**src/rtl/spawn_time_scheduler_if.sv**
```systemverilog
// ---------------------------------------------------------------------------
// spawn_time_scheduler_if
//   Spawn-timing ROM read port that the attack and platform streams share.
//   The scheduler drives the request side; the timing ROM answers with the
//   delay of the addressed object a fixed number of cycles later.
//
// Signals
//   rom_req    one-cycle read strobe (scheduler -> ROM)
//   rom_sel    table select, 0 = attack, 1 = platform (scheduler -> ROM)
//   rom_addr   object index low bits (scheduler -> ROM)
//   rom_delay  delay in ROM units (ROM -> scheduler)
//
// Modports
//   master  scheduler side
//   slave   ROM side
// ---------------------------------------------------------------------------
interface spawn_time_scheduler_if #(
  parameter int ROM_ADDR_W = 10
);
  logic                  rom_req;
  logic                  rom_sel;
  logic [ROM_ADDR_W-1:0] rom_addr;
  logic [15:0]           rom_delay;

  modport master (
    output rom_req,
    output rom_sel,
    output rom_addr,
    input  rom_delay
  );

  modport slave (
    input  rom_req,
    input  rom_sel,
    input  rom_addr,
    output rom_delay
  );
endinterface

```
**src/rtl/spawn_time_scheduler.sv**
```systemverilog
// ---------------------------------------------------------------------------
// spawn_time_scheduler
//   Works out the next spawn time for the attack and platform streams of
//   game_runtime. A stream asks for a new time by pulling its sync line low.
//   The block picks one stream, reads that object's delay through the shared
//   timing ROM port, adds delay*TIME_SCALE to the current time (saturating),
//   and pulses the matching update line.
//
// Ports
//   clk                   system clock
//   reset_n               asynchronous active-low reset
//   current_time          runtime clock in centiseconds
//   sync_attack_time      low = attack stream requests a new time
//   sync_platform_time    low = platform stream requests a new time
//   attack_i              attack object index
//   platform_i            platform object index
//   is_reset_stage        stage flush: aborts an in-flight lookup, blocks grants
//   rom                   shared timing ROM port (master side)
//   next_attack_time      scheduled attack spawn time
//   next_platform_time    scheduled platform spawn time
//   update_attack_time    one-cycle pulse, next_attack_time written
//   update_platform_time  one-cycle pulse, next_platform_time written
//   busy                  high whenever a lookup is in progress
//
// Configuration
//   SPAWN_ATTACK_PRIORITY_EN  defined: attack always wins a tie.
//                             undefined (default): round-robin between streams.
// ---------------------------------------------------------------------------
module spawn_time_scheduler #(
  parameter int MAXIMUM_TIMES           = 30,
  parameter int MAXIMUM_ATTACK_OBJECT   = 20,
  parameter int MAXIMUM_PLATFORM_OBJECT = 20,
  parameter int ROM_ADDR_W              = 10,
  parameter int ROM_LATENCY             = 2,
  parameter int TIME_SCALE              = 10
) (
  input  logic                               clk,
  input  logic                               reset_n,
  input  logic [MAXIMUM_TIMES-1:0]           current_time,
  input  logic                               sync_attack_time,
  input  logic                               sync_platform_time,
  input  logic [MAXIMUM_ATTACK_OBJECT-1:0]   attack_i,
  input  logic [MAXIMUM_PLATFORM_OBJECT-1:0] platform_i,
  input  logic                               is_reset_stage,
  spawn_time_scheduler_if.master             rom,
  output logic [MAXIMUM_TIMES-1:0]           next_attack_time,
  output logic [MAXIMUM_TIMES-1:0]           next_platform_time,
  output logic                               update_attack_time,
  output logic                               update_platform_time,
  output logic                               busy
);

  localparam int CNT_W  = (ROM_LATENCY > 1) ? $clog2(ROM_LATENCY) : 1;
  localparam int WIDE_W = MAXIMUM_TIMES + 8;
  localparam logic [CNT_W-1:0] WAIT_INIT = CNT_W'(ROM_LATENCY - 1);

  typedef enum logic [1:0] {
    IDLE,
    ISSUE,
    WAIT,
    CALC
  } state_t;

  state_t                   state;
  logic                     served_attack;
  logic                     served_platform;
  logic                     grant_platform;
  logic [MAXIMUM_TIMES-1:0] base_time;
  logic [15:0]              delay_q;
  logic [CNT_W-1:0]         wait_cnt;
`ifndef SPAWN_ATTACK_PRIORITY_EN
  logic                     last_grant;
`endif

  logic                     pending_attack;
  logic                     pending_platform;
  logic                     pick_platform;
  logic [WIDE_W-1:0]        sum_wide;
  logic [MAXIMUM_TIMES-1:0] sat_time;

  // Only the low index bits address the ROM; the upper bits are deliberately dropped.
  logic unused_index_bits;
  assign unused_index_bits = ^{attack_i[MAXIMUM_ATTACK_OBJECT-1:ROM_ADDR_W],
                               platform_i[MAXIMUM_PLATFORM_OBJECT-1:ROM_ADDR_W]};

  // A stream is pending while its sync line is low, it has not yet been served
  // for this request, and no stage flush is in progress.
  always_comb begin
    pending_attack   = !sync_attack_time && !served_attack && !is_reset_stage;
    pending_platform = !sync_platform_time && !served_platform && !is_reset_stage;
    pick_platform    = 1'b0;
`ifdef SPAWN_ATTACK_PRIORITY_EN
    pick_platform = !pending_attack;
`else
    if (pending_attack && pending_platform) begin
      pick_platform = !last_grant;
    end else begin
      pick_platform = !pending_attack;
    end
`endif
  end

  // Spawn time = latched base + delay * scale, computed wide enough to see
  // any carry out of the time width, then clamped to all-ones.
  always_comb begin
    sum_wide = WIDE_W'(base_time) + WIDE_W'(delay_q) * WIDE_W'(TIME_SCALE);
    sat_time = sum_wide[MAXIMUM_TIMES-1:0];
    if (|sum_wide[WIDE_W-1:MAXIMUM_TIMES]) begin
      sat_time = '1;
    end
  end

  // Lookup FSM with all outputs registered. rom_sel/rom_addr are only loaded
  // on a grant so the ROM never sees them change outside a request. Setting
  // the served flag together with the update pulse stops the still-low sync
  // line from being granted again in the IDLE cycle that follows.
  always_ff @(posedge clk or negedge reset_n) begin
    if (!reset_n) begin
      state                <= IDLE;
      served_attack        <= 1'b0;
      served_platform      <= 1'b0;
      grant_platform       <= 1'b0;
      base_time            <= '0;
      delay_q              <= '0;
      wait_cnt             <= '0;
      rom.rom_req          <= 1'b0;
      rom.rom_sel          <= 1'b0;
      rom.rom_addr         <= '0;
      next_attack_time     <= '0;
      next_platform_time   <= '0;
      update_attack_time   <= 1'b0;
      update_platform_time <= 1'b0;
      busy                 <= 1'b0;
`ifndef SPAWN_ATTACK_PRIORITY_EN
      last_grant           <= 1'b1;
`endif
    end else begin
      update_attack_time   <= 1'b0;
      update_platform_time <= 1'b0;
      rom.rom_req          <= 1'b0;

      if (sync_attack_time) begin
        served_attack <= 1'b0;
      end
      if (sync_platform_time) begin
        served_platform <= 1'b0;
      end

      case (state)
        IDLE: begin
          if (pending_attack || pending_platform) begin
            grant_platform <= pick_platform;
`ifndef SPAWN_ATTACK_PRIORITY_EN
            last_grant     <= pick_platform;
`endif
            rom.rom_req    <= 1'b1;
            rom.rom_sel    <= pick_platform;
            rom.rom_addr   <= pick_platform ? platform_i[ROM_ADDR_W-1:0]
                                            : attack_i[ROM_ADDR_W-1:0];
            busy           <= 1'b1;
            state          <= ISSUE;
          end
        end

        ISSUE: begin
          if (is_reset_stage) begin
            served_attack   <= 1'b0;
            served_platform <= 1'b0;
            busy            <= 1'b0;
            state           <= IDLE;
          end else begin
            base_time <= current_time;
            wait_cnt  <= WAIT_INIT;
            state     <= WAIT;
          end
        end

        WAIT: begin
          if (is_reset_stage) begin
            served_attack   <= 1'b0;
            served_platform <= 1'b0;
            busy            <= 1'b0;
            state           <= IDLE;
          end else if (wait_cnt == '0) begin
            delay_q <= rom.rom_delay;
            state   <= CALC;
          end else begin
            wait_cnt <= wait_cnt - 1'b1;
          end
        end

        CALC: begin
          if (is_reset_stage) begin
            served_attack   <= 1'b0;
            served_platform <= 1'b0;
          end else if (grant_platform) begin
            next_platform_time   <= sat_time;
            update_platform_time <= 1'b1;
            served_platform      <= 1'b1;
          end else begin
            next_attack_time   <= sat_time;
            update_attack_time <= 1'b1;
            served_attack      <= 1'b1;
          end
          busy  <= 1'b0;
          state <= IDLE;
        end

        default: begin
          busy  <= 1'b0;
          state <= IDLE;
        end
      endcase
    end
  end

endmodule

```
**src/flat_wrapper.sv**
```systemverilog
// flat-port wrapper written by rule: the top's interface ports become plain ports
module spawn_time_scheduler_flat 
#(
  parameter int MAXIMUM_TIMES           = 30,
  parameter int MAXIMUM_ATTACK_OBJECT   = 20,
  parameter int MAXIMUM_PLATFORM_OBJECT = 20,
  parameter int ROM_ADDR_W              = 10,
  parameter int ROM_LATENCY             = 2,
  parameter int TIME_SCALE              = 10
)
  (clk, reset_n, current_time, sync_attack_time, sync_platform_time, attack_i, platform_i, is_reset_stage, next_attack_time, next_platform_time, update_attack_time, update_platform_time, busy, rom_rom_req, rom_rom_sel, rom_rom_addr, rom_rom_delay);
  spawn_time_scheduler_if #(.ROM_ADDR_W(ROM_ADDR_W)) rom_i ();
  input  logic clk;
  input  logic reset_n;
  input  logic [MAXIMUM_TIMES-1:0] current_time;
  input  logic sync_attack_time;
  input  logic sync_platform_time;
  input  logic [MAXIMUM_ATTACK_OBJECT-1:0] attack_i;
  input  logic [MAXIMUM_PLATFORM_OBJECT-1:0] platform_i;
  input  logic is_reset_stage;
  output logic [MAXIMUM_TIMES-1:0] next_attack_time;
  output logic [MAXIMUM_TIMES-1:0] next_platform_time;
  output logic update_attack_time;
  output logic update_platform_time;
  output logic busy;
  output wire logic [$bits(rom_i.rom_req)-1:0] rom_rom_req;
  output wire logic [$bits(rom_i.rom_sel)-1:0] rom_rom_sel;
  output wire logic [$bits(rom_i.rom_addr)-1:0] rom_rom_addr;
  input wire logic [$bits(rom_i.rom_delay)-1:0] rom_rom_delay;
  assign rom_rom_req = rom_i.rom_req;
  assign rom_rom_sel = rom_i.rom_sel;
  assign rom_rom_addr = rom_i.rom_addr;
  assign rom_i.rom_delay = rom_rom_delay;
  spawn_time_scheduler #(.MAXIMUM_TIMES(MAXIMUM_TIMES), .MAXIMUM_ATTACK_OBJECT(MAXIMUM_ATTACK_OBJECT), .MAXIMUM_PLATFORM_OBJECT(MAXIMUM_PLATFORM_OBJECT), .ROM_ADDR_W(ROM_ADDR_W), .ROM_LATENCY(ROM_LATENCY), .TIME_SCALE(TIME_SCALE)) u_core (.clk(clk), .reset_n(reset_n), .current_time(current_time), .sync_attack_time(sync_attack_time), .sync_platform_time(sync_platform_time), .attack_i(attack_i), .platform_i(platform_i), .is_reset_stage(is_reset_stage), .rom(rom_i), .next_attack_time(next_attack_time), .next_platform_time(next_platform_time), .update_attack_time(update_attack_time), .update_platform_time(update_platform_time), .busy(busy));
endmodule
```
**config.mk**
```make
export PLATFORM = sky130hd
export DESIGN_NAME = spawn_time_scheduler_flat
export DESIGN_NICKNAME = d
export VERILOG_FILES = /design/src/rtl/spawn_time_scheduler_if.sv /design/src/rtl/spawn_time_scheduler.sv /design/src/flat_wrapper.sv
export SDC_FILE = /design/constraint.sdc
export NUM_CORES = 1
export LEC_CHECK = 0
export ABC_AREA = 1
export CORE_ASPECT_RATIO = 1.25
export CORE_MARGIN = 3
export CORE_UTILIZATION = 52
export DETAILED_ROUTE_END_ITERATION = 7
export PLACE_DENSITY_LB_ADDON = 0.15
export SLEW_MARGIN = 20
export SYNTH_ARGS = -nofsm -noshare
export SYNTH_HDL_FRONTEND = slang
export SYNTH_SLANG_ARGS = --single-unit
```
**constraint.sdc**
```tcl
create_clock -name clk -period 4.7 [get_ports clk]
set_clock_uncertainty 0.05 [all_clocks]
set_input_delay 1.41 -clock clk [delete_from_list [all_inputs] [get_ports clk]]
set_output_delay 1.41 -clock clk [all_outputs]
set_load 0.02 [all_outputs]
```
* Word-level counts from Yosys, hierarchy flattened
Cells that the tools add are included.
Storage, ports and cells: word-level logic and storage cells 87, register bits 127
Cells by class: eq/ne operators 8, reduce and logical (&&, ||, !) cells 25, multipliers 1, bitwise gates (word level) 3, muxes and demuxes 33, $add $sub $neg 2
Operator list (number):
- $add 30x20->31 | 1
- $mux 30 | 1
- $mux 1 | 22
- $mul 16x3->19 const B | 1
- $reduce_and 3->1 | 4
- $mux 10 | 1
- $mux 2 | 4
- $pmux 2 s4 | 1
- $reduce_and 2->1 | 4
- $reduce_or 8->1 | 1
- $logic_not 1->1 | 7
- $pmux 1 s2 | 3
- $logic_and 1x1->1 | 5
- $eq 2x2->1 const B | 2
- $ne 2x1->1 const B | 2
- $ne 2x2->1 const B | 2
- $ne 3x3->1 const B | 1
- $not 1->1 | 3
- $pmux 1 s3 | 1
- $eq 2x1->1 const B | 1
- $logic_not 2->1 | 1
- $reduce_bool 2->1 | 1
- $reduce_or 2->1 | 1
- $logic_or 1x1->1 | 1
- $sub 1x1->1 const B | 1

* Longest topological paths before layout
depth after elaboration 6, gate-level depth with buffers 25, mapped depth without buffers 25

* Worst setup path after synthesis
OpenSTA, ideal clock, no wires.
kind register to register, start point register u_core.delay_q[1], end point register u_core.next_attack_time[21], path buffers 1, library setup time 117 ps, data required time 4533 ps, slack 1224 ps, cell stages (with the launch flop) 25, data arrival time 3309 ps, cell sequence dfrtp_1 ha_1 ha_1 inv_1 fa_1 inv_1 nand3_1 nand2_1 a21boi_0 o21ai_0 nand2_1 nand2_1 xor2_1 ha_1 nand2_1 nor2_2 nand2_1 nor2_1 nand2_1 nand3_2 nand2_4 buf_2 nand3_1 nand2_1 nand2_1
Between the ends: word-level cells in the longest chain between the ends 4
Ends and longest elaborated chain:
- from (decl) | line spawn_time_scheduler.sv:69 | logic [15:0] delay_q;
- from (signal assigned) | line spawn_time_scheduler.sv:185 | delay_q <= rom.rom_delay;
- $mul 16x3->19 (*) | line spawn_time_scheduler.sv:106 | sum_wide = WIDE_W'(base_time) + WIDE_W'(delay_q) * WIDE_W'(TIME_SCALE);
- $add 30x20->31 (*) | line spawn_time_scheduler.sv:106
- $reduce_or 8->1 | line spawn_time_scheduler.sv:108 | if (|sum_wide[WIDE_W-1:MAXIMUM_TIMES]) begin
- $mux 30 (*) | line spawn_time_scheduler.sv:108
- to (signal assigned) | line spawn_time_scheduler.sv:201 | next_attack_time <= sat_time;
- to (decl) | line spawn_time_scheduler.sv:46 | output logic [MAXIMUM_TIMES-1:0] next_attack_time,
Mark *: on every way between the ends. The rest lies on a longest branch, timed or not. A chain may end at the register's enable or synchronous reset.

* Final worst setup path
start point register u_core.delay_q[1], end point register u_core.next_attack_time[5]
The elaborated chain is that of the path after synthesis.

==> results by group <==
Finish
  – # diodes: 0
  – Fin nets: 1290
  – Layout cells sized above 1: 8.80%
  – Commonest non-fill, non-tap cell in the layout: nand2_1
  – Multi-input logic area: 3910 um^2
  – Number of fill cells: 1196
  – Layout area overhead: 29.9%
  – FF/Latch Area: 3180 um^2
  – Area of all placed cells without fillers: 9980 um^2
  – Most frequent cells in the layout: nand2_1 (332), clkdlybuf4s50_1 (144), inv_1 (128)

Clock tree
  – H-tree depth: 4
  – Setup bufs post-CTS: 0
  – CTS root buf: clkbuf_16
  – Clock sink count: 127
  – Clock transition at the registers of the reported paths: 0.06 ns
  – Skew-Pair Late Insertion Delay: 0.42 ns
  – CTS Hold Bufs: 0
  – Total CTS buffers: 17
  – CTS tree: built
  – CTS max path bufs: 2
  – Post_cts resized: 0

Placement
  – Area post-placement: 9330 um^2
  – Final HPWL DP: 14.1 mm
  – GP Congestion: 0.953
  – Port Buffer Count: 145

Detailed routing
  – DRT antenna net count: 0
  – Post-DR vias/cell: 5.09
  – Top Layer Used: met4
  – Drt pass-1 iters: 5
  – Initial DRC count: 401
  – Via Count: 6810
  – WL met2: 9.50 mm
  – Drt total wl: 18.5 mm
  – DR DRC count: 0
  – Wl on met1: 7.84 mm
  – Wire length per cell: 13.9 um
  – DR WL met3: 743 um

Logic synthesis
  – Primary FF master, synth: dfrtp_1
  – Cells after synthesis: 996
  – Netlist Area Pre-Place: 7680 um^2
  – Netlist cell types: 37
  – Post-synthesis net count: 1140
  – Yosys warnings: 0
  – Mapped Avg Cell Area: 7.72 um^2
  – EDFF count, synth: 0
  – Post-synthesis sequential area ratio: 41.4%
  – Ys async rst share: 100%
  – Number of synthesized register bits: 127

Floorplan
  – Starting density of the core: 53.3%
  – # rows: 49
  – Chip height: 142 um
  – CORE AREA: 14400 um^2
  – Die area: 16300 um^2
  – Io pins: 166
  – DIE WIDTH: 115 um

Critical path
  – Crit path top cell by count: nand2_1
  – Critical Path End Type: flop
  – CP Launch Type: flop
  – Crit path DAT: 4.46 ns
  – Critical setup path kind: reg -> reg
  – WP data required: 4.99 ns
  – Worst path cell trace: ha_1, ha_1, inv_1, fa_1, inv_1, nand3_1, nand2_1, a21boi_0, o21ai_0, nand2_1, nand2_1, xor2_1, ha_1, nand2_1, nor2_2, nand2_1, nor2_1, nand2_1, nand3_2, nand2_4, inv_4, nor2_1, o21ai_0
  – CP max-delay cell: dfrtp_1
  – Slowest cell delay on critical path: 0.42 ns
  – Register-to-register setup slack: 0.53 ns
  – Max FO, Critical Path: 17

STA
  – Worst-Margin Slew: 0.967 ns
  – RSZ-0062 raised after global routing: false
  – Fin crit period: 4.17 ns
  – Setup TNS: 0 ns
  – Fmax: 0.240 GHz
  – Final setup fails: 0
  – Final Hold Viols: 0
  – Slew headroom: 35.5%
  – Final worst path period share: 88.7%
  – Max-slew violation count: 0

Power
  – Max VDD drop: 0.530 mV
  – Leakage Power: 5.27 nW
  – Power per cell area: 840 nW/um^2

Global routing
  – Pin count of the biggest net entering global routing: 76
  – All-layer global routing usage: 24.3%
  – First-pass GRT wire length: 31.8 mm
  – Vias in the first global route: 6691
  – Gr ovfl total: 0
  – Antenna violations before repair: 0

Outcome
  – Status: finished, final reports clean

Run
  – Number of max-cap violations: 0

Worst hold path
  – Worst min-delay path class: reg -> reg
==> state kept, by name, indices dropped and copies added, names as in the netlist <==
signal / count
u_core.last_grant: 1
u_core.rom.rom_req: 1
u_core.served_platform: 1
u_core.rom.rom_addr: 10
u_core.next_attack_time: 30
u_core.next_platform_time: 30
u_core.served_attack: 1
u_core.state: 2
u_core.update_attack_time: 1
u_core.update_platform_time: 1
u_core.wait_cnt: 1
u_core.busy: 1
u_core.rom.rom_sel: 1
u_core.base_time: 30
u_core.delay_q: 16
==> logic make-up after synthesis <==
family / Yosys count / synth area share, %
AO/OA/AOI/OAI: 112 / 8.08
XOR/XNOR: 24 / 2.74
adder cells (fa/ha/maj): 53 / 8.82
buffers and inverters: 153 / 7.73
flip-flops: 127 / 41.4
multiplexers: 35 / 5.13
AND/OR/NAND/NOR: 492 / 26.1
==> worst paths after layout <==
kind	startpoint	endpoint	cells after the start
setup / recovery	u_core.delay_q[1]	u_core.next_attack_time[5]	23
hold / removal	u_core.next_attack_time[1]	u_core.next_attack_time[1]	2
setup reg to reg	u_core.delay_q[1]	u_core.next_attack_time[5]	23
hold reg to reg	u_core.next_attack_time[1]	u_core.next_attack_time[1]	2
max in group asynchronous	reset_n	u_core.last_grant	2
min in group asynchronous	reset_n	u_core.update_attack_time	1
==> power by group <==
| part | switching [mW] | internal [mW] | leakage, nW |
|---|---|---|---|
| clock | 0.523 | 0.952 | 0.314 |
| combinational | 3.05 | 1.95 | 3.37 |
| sequential | 0.337 | 1.58 | 1.59 |
| total | 3.91 | 4.48 | 5.27 |
==> routing by layer <==
layer  track usage, %  vias up
met5                0        -
met1             30.4     3138
met2             42.8      159
li1                 -     3482
met4             8.53        0
met3             3.41       31
==> cell type report <==
cell class / instances / area share, %
Clock buffer: 18 / 4.30
Clock inverter: 14 / 2.29
Inverter: 132 / 4.99
Multi-Input combinational cell: 716 / 39.2
Sequential cell: 127 / 31.8
Tap cell: 178 / 2.23
Timing Repair Buffer: 152 / 15.2
==> cells in the mapped netlist, types with 5 or more instances <==
cell type | number | share of area [%]
buf_2 | 5 | 0.33
o21ai_1 | 13 | 0.85
mux2_2 | 35 | 5.1
ha_1 | 51 | 8.3
nor2_2 | 12 | 0.98
nor2_1 | 72 | 3.5
xor2_1 | 21 | 2.4
a21oi_1 | 33 | 2.1
o21ai_0 | 45 | 2.9
o21ai_2 | 8 | 0.91
clkbuf_1 | 15 | 0.73
nand2_1 | 332 | 16
dfrtp_1 | 126 | 41
nand3_1 | 57 | 3.7
nand4_1 | 9 | 0.73
inv_1 | 128 | 6.3
==> per-stage QoR <==
stage               hold WS, ns  power, mW  utilization [%]  std cells  worst slack [ns]
finish                    0.432       8.39             69.3       1337             0.533
global route              0.458       9.15             69.3       1337            0.0867
CTS                       0.433       8.41             69.3       1337             0.506
detailed placement        0.416       6.87             64.7       1305             0.535
global placement          0.414       6.79             64.7       1305             0.630
floorplan                 0.422       5.32                -        996              1.22
==> worst max-delay path: cells and delay by family (launching register included) <==
family          cells  cell delay [ns]
xor+xnor            1             0.15
flops               1             0.42
buf+inv             3             0.35
compound gates      3             0.79
simple gates       12             1.23
fa+ha+maj           4             1.09
Note: power is estimated with default switching activity, not from simulation.
